### config.mk
export PLATFORM = sky130hd
export DESIGN_NAME = led_s2p_rx
export DESIGN_NICKNAME = d
export VERILOG_FILES = /design/src/rtl/led_s2p_rx.sv
export SDC_FILE = /design/constraint.sdc
export NUM_CORES = 1
export LEC_CHECK = 0
export ABC_CLOCK_PERIOD_IN_PS = 3900
export BUFFER_PORTS_ARGS = -buffer_cell sky130_fd_sc_hd__buf_4
export CAP_MARGIN = 20
export CORE_MARGIN = 4
export CORE_UTILIZATION = 23
export CTS_CLUSTER_DIAMETER = 150
export DETAILED_ROUTE_END_ITERATION = 7
export PLACE_DENSITY_LB_ADDON = 0.12
export SETUP_SLACK_MARGIN = 0.2
export SYNTH_ARGS = -nofsm -noshare
export SYNTH_HDL_FRONTEND = slang
export SYNTH_SLANG_ARGS = --single-unit
### constraint.sdc
create_clock -name clk -period 3.9 [get_ports clk]
set_clock_uncertainty 0.05 [all_clocks]
set_input_delay 1.17 -clock clk [delete_from_list [all_inputs] [get_ports clk]]
set_output_delay 1.17 -clock clk [all_outputs]
set_load 0.05 [all_outputs]
### src/rtl/led_s2p_rx.sv
// Serial-to-parallel receiver for the LED serial link.
// The four link wires are oversampled in the clk domain. Each synchronised
// s_clk rise shifts one bit in, MSB first. A synchronised s_pen rise latches
// the frame onto data_out and raises data_valid for one cycle.
//
// state | meaning
// ------+------------------------------------------------------------
// IDLE  | no bits shifted since the last latch or clear (bit_cnt == 0)
// RECV  | frame in progress (0 < bit_cnt < DATA_BITS)
// FULL  | exactly DATA_BITS bits shifted, so a latch now is error-free
// OVER  | more than DATA_BITS bits shifted; the window keeps the newest bits
module led_s2p_rx #(
    parameter int DATA_BITS       = 16,
    parameter int DATA_COUNT_BITS = 5,
    parameter bit INVERT          = 1'b1
) (
    input  logic                 clk,
    input  logic                 rst,
    input  logic                 s_clk,
    input  logic                 s_dat,
    input  logic                 s_clrn,
    input  logic                 s_pen,
    output logic [DATA_BITS-1:0] data_out,
    output logic                 data_valid,
    output logic                 frame_err,
    output logic [7:0]           frame_cnt
);

    typedef enum logic [1:0] {
        IDLE = 2'd0,
        RECV = 2'd1,
        FULL = 2'd2,
        OVER = 2'd3
    } state_t;

    localparam logic [DATA_COUNT_BITS-1:0] CNT_LAST = DATA_COUNT_BITS'(DATA_BITS - 1);
    localparam logic [DATA_COUNT_BITS-1:0] CNT_MAX  = DATA_COUNT_BITS'(DATA_BITS + 1);

    // Pin order in the synchroniser vectors: {s_pen, s_clrn, s_dat, s_clk}.
    logic [3:0] meta;
    logic [3:0] sync;
    logic       clk_prev;
    logic       pen_prev;

    logic       clk_rise;
    logic       pen_rise;
    logic       dat_sync;
    logic       clrn_sync;
    logic       shift;
    logic       latch;

    state_t                 state;
    state_t                 state_post;
    state_t                 state_nxt;
    logic [DATA_BITS-1:0]   shift_reg;
    logic [DATA_BITS-1:0]   shift_post;
    logic [DATA_COUNT_BITS-1:0] bit_cnt;
    logic [DATA_COUNT_BITS-1:0] cnt_post;

    // Two-flop synchroniser for all link wires, plus edge registers for the strobes.
    always_ff @(posedge clk or negedge rst) begin
        if (!rst) begin
            meta     <= '0;
            sync     <= '0;
            clk_prev <= 1'b0;
            pen_prev <= 1'b0;
        end else begin
            meta     <= {s_pen, s_clrn, s_dat, s_clk};
            sync     <= meta;
            clk_prev <= sync[0];
            pen_prev <= sync[3];
        end
    end

    assign clk_rise  = sync[0] & ~clk_prev;
    assign dat_sync  = sync[1];
    assign clrn_sync = sync[2];
    assign pen_rise  = sync[3] & ~pen_prev;

    // Clear suppresses both shifting and latching.
    assign shift = clk_rise & clrn_sync;
    assign latch = pen_rise & clrn_sync;

    // Post-shift view of the frame; a coincident latch sees this, not the old value.
    always_comb begin
        shift_post = shift_reg;
        cnt_post   = bit_cnt;
        if (shift) begin
            shift_post = {shift_reg[DATA_BITS-2:0], dat_sync};
            if (bit_cnt != CNT_MAX) begin
                cnt_post = bit_cnt + DATA_COUNT_BITS'(1);
            end
        end
    end

    // Next-state logic: state_post is the state after this cycle's shift, before latch/clear.
    always_comb begin
        state_post = state;
        unique case (state)
            IDLE: if (shift) state_post = (bit_cnt == CNT_LAST) ? FULL : RECV;
            RECV: if (shift && (bit_cnt == CNT_LAST)) state_post = FULL;
            FULL: if (shift) state_post = OVER;
            OVER: state_post = OVER;
            default: state_post = IDLE;
        endcase
        state_nxt = state_post;
        if (!clrn_sync || latch) begin
            state_nxt = IDLE;
        end
    end

    // FSM state register.
    always_ff @(posedge clk or negedge rst) begin
        if (!rst) begin
            state <= IDLE;
        end else begin
            state <= state_nxt;
        end
    end

    // Shift window, bit counter and latched outputs.
    always_ff @(posedge clk or negedge rst) begin
        if (!rst) begin
            shift_reg  <= '0;
            bit_cnt    <= '0;
            data_out   <= '0;
            data_valid <= 1'b0;
            frame_err  <= 1'b0;
            frame_cnt  <= 8'd0;
        end else begin
            data_valid <= 1'b0;
            if (!clrn_sync) begin
                shift_reg <= '0;
                bit_cnt   <= '0;
            end else begin
                shift_reg <= shift_post;
                bit_cnt   <= latch ? '0 : cnt_post;
                if (latch) begin
                    data_out   <= INVERT ? ~shift_post : shift_post;
                    data_valid <= 1'b1;
                    frame_err  <= (state_post != FULL);
                    frame_cnt  <= frame_cnt + 8'd1;
                end
            end
        end
    end

endmodule

Yosys cells after proc, flatten, opt, wreduce, memory -nomap -nowiden. Index checks and enable logic that the tools add are counted.

Bits in registers: 59. Input bits: 6.

Reduce and logical (&&, ||, !) cells: 6. Add/sub/neg operators: 2. Eq/ne operators: 8. Multiplexer cells: 14. Bitwise gates (word level): 7.

Operator list (number): $mux 16 (2); $mux 5 (4); $not 16->16 (1); $mux 2 (5); $add 8x1->8 const B (1); $pmux 2 s4 (1); $ne 3x1->1 const B (2); $add 5x1->5 const B (1); $eq 5x4->1 const B (1); $ne 5x5->1 const B (1); $and 1x1->1 (4); $eq 2x2->1 const B (2); $reduce_and 2->1 (2); $eq 2x1->1 const B (1); $logic_not 2->1 (1); $mux 1 (2); $ne 2x2->1 const B (1); $not 1->1 (2); $logic_and 1x1->1 (1); $logic_not 1->1 (1); $logic_or 1x1->1 (1).

Longest topological paths before layout.
Word-level depth: 7. Depth in mapped cells: 5. Depth with buffers taken out: 5.

Worst setup path after synthesis. No wires, ideal clock.

Path type: reg-to-output. Start: reg frame_cnt[0]. End: out frame_cnt[0]. Required time: 2.680 ns. Cell stages (with the launch flop): 1. Arrival time: 0.656 ns. Slack: 2.024 ns. Cells stage by stage: dfrtp_1.

RTL lines: from (decl) (RTL line 26) `output logic [7:0] frame_cnt`; from (signal assigned) (RTL line 142) `frame_cnt <= frame_cnt + 8'd1;`.

No word-level cell between the ends.

Worst setup path after layout.
Start: reg frame_cnt[0]. End: out frame_cnt[0].

No word-level cell between the ends.

==> metrics <==
R2R cell count=3; I/O Pins=32; Die ar.=0.01191 mm^2; commonest register cell after synthesis=dfrtp_1; initial core utilization=23.86%; Hold Path Class=flip-flop to flip-flop; Critical Path Fanout Max=5; clk buf depth=2; CTS root buf=clkbuf_8; post-detail-place hpwl=2791 um; slew margin rel.=~50%; asr flop ratio synth=between 90% and 100%; Cell Area, Synth=roughly 0.0024 mm^2; Seq/Total Area, Yosys=62.73%; Die Width=about 110 um; number of synthesis warnings=0; GR Util met3=3.789%; CTS tree=built; Util after Layout=29.69%; Die Y=about 110 um; H-tree lvl count=3; RR Endpoint=data_out[5]; routability congestion estimate=~0.64; syn_area_per_cell=approximately 14 um^2; top cell type's share of synthesized area=between 60% and 70%; final period utilization=between 50% and 60%; Final setup viols=0; largest net degree at the start of global routing=60; Hold Buf Count CTS=0; CP arrival=1030 ps; worst path buffer plus inverter count=1; outcome=completed; global-route usage over all layers=under 10%; gr ovfl total=0; Post-Syn Nets=180; Layout Cells excl Fill=between 300 and 400; fin. max-slew vios=0; RSZ-0062 raised after global routing=no; area grow syn2layout=24.46%; initial drt markers=23; TritonCTS Buffers=9; via count=approximately 1400; GR Layer Usage met1=about 11%; fin nets=216; Syn Inst Count=170; Post-synth EDFFs=0; WL final=roughly 4500 um; startpoint types=flip-flop; vias per cell=3.956; Final min period=2248 ps; Setup Buffers After CTS=0; core area=0.009864 mm^2; critical path's largest stage delay=between 400 and 500 ps; min-delay src=meta[1]; P_leak=roughly 1.2 nW; largest cells by area after synthesis=dfrtp_1 63%, mux2_2 7.7%, mux2i_1 6.8%, nor2b_1 4.3%, xnor2_1 2.6%; P per Cell Area=around 510 mW/mm^2; layout cell share with drive strength beyond 1=32.23%; CP delay by family, top=flip-flops; dpl cells=between 300 and 400; r2r setup slk=~2000 ps; n_diodes=0; Sink Count=59; VDD IR max=about 0.17 mV; worst hold stages=0; Detail Route Antenna Nets=0; first-pass GRT wire length=around 7500 um; initial antenna violation count=0; CP max stage cell=dfrtp_1; Fin. Hold Viols=0; crit-path cells=buf_4; Worst Max-Slew Pin Slew=754.3 ps; # rows=36; vias in the first global route=about 1500; cell accounting for the most synthesized area=dfrtp_1; clock slew at reported path FFs=~80 ps; CP required=2680 ps; post-synthesis register bit count=59; kind of critical path=flip-flop to output pin; grt met2 use=roughly an eighth; drt pass-1 iters=4; CP endpoint kind=output pin; IO Port Bufs=31; later-pin clock latency in the skew report=between 300 and 400 ps; max frequency=0.4448 GHz; Residual DRC=0; CTS resizes=0; max cap viols=0; grt peak-use layer=met2; Synth cell types=36; per-cell routed wire length=13.03 um; Hold Path Sink=sync[1]; Final Total Pwr=1.508 mW; setup TNS=0 ps; Reg-to-Reg Start=sync[2]
[through the flow]
stage | hold slack (ps) | area [um^2] | worst slack, ps
after floorplan | 281.2 | 2354 | 2024
after global placement | 283.0 | 2713 | 1937
after detailed placement | 286.5 | 2713 | 1936
after CTS | 300.8 | 2929 | 1608
after global routing | 301.7 | 2929 | 1576
final | 301.2 | 2929 | 1652
[area by class of cell]
class                      count  area (um^2)
clock buffer                   9        123.9
timing repair buffer          32        240.2
clock inverter                 7        92.59
multi-input combinational    100        814.5
fill                        1022         6935
sequential                    59         1476
inverter                       4        15.01
tap                          133        166.4
[worst max-delay path by stage]
stage / endpoint / slack (ps) / start / cells after the start
2_1_floorplan: frame_cnt[0] / 2020 / frame_cnt[0] / 0
3_3_place_gp: data_out[10] / 1940 / sync[2] / 3
3_5_place_dp: data_out[0] / 1940 / sync[2] / 3
4_1_cts: frame_cnt[0] / 1610 / frame_cnt[0] / 1
5_1_grt: frame_cnt[0] / 1580 / frame_cnt[0] / 1
6_report: frame_cnt[0] / 1650 / frame_cnt[0] / 1
[cells in the mapped netlist (2+ instances only)]
cell / number
inv_1: 3
nor2_1: 2
buf_2: 2
xnor2_1: 7
ha_1: 4
or3_1: 3
nand2_1: 6
a21oi_1: 4
nor2b_1: 16
mux2_2: 16
nand3_1: 3
buf_4: 3
mux2i_1: 16
o21ai_0: 3
and3_1: 2
nand4_1: 2
dfrtp_1: 59
[per-layer routing]
| layer | up-vias | wire length [um] | part of all wire, % |
|---|---|---|---|
| li1 | 658 | - | - |
| met1 | 673 | 2141 | 48 |
| met2 | 27 | 2104 | 47 |
| met3 | 3 | 203 | 4.5 |
| met4 | 0 | 34 | 0.76 |
| met5 | - | 0 | 0 |
[cells by family after synthesis]
logic type	Yosys count	synth area share, %
DFF	59	62.73
and+or+nand+nor	44	12.02
muxes	32	14.46
AOI/OAI and AO/OA	13	3.403
buffers and inverters	11	2.658
xor gates and xnor gates	7	2.605
adders and majority gates	4	2.127
[cell usage in the layout, fill, tap and decap left out, drive strengths merged, types with 2 or more instances in the layout]
master / instances
a21oi: 4
clkbuf: 9
nand4: 2
nand2: 6
dfrtp: 59
buf: 32
o21ai: 4
ha: 4
or3: 3
inv: 4
nor2: 2
bufinv: 2
xnor2: 7
and3: 2
nor2b: 17
clkinvlp: 3
nand3: 3
mux2: 16
clkinv: 2
mux2i: 16
[power by group]
group | switching (mW) | leakage, nW | internal [mW]
registers | 0.0401 | 0.709 | 0.645
logic | 0.142 | 0.406 | 0.0686
clock network | 0.255 | 0.101 | 0.357
No activity file was read; power rests on OpenSTA's default activity.
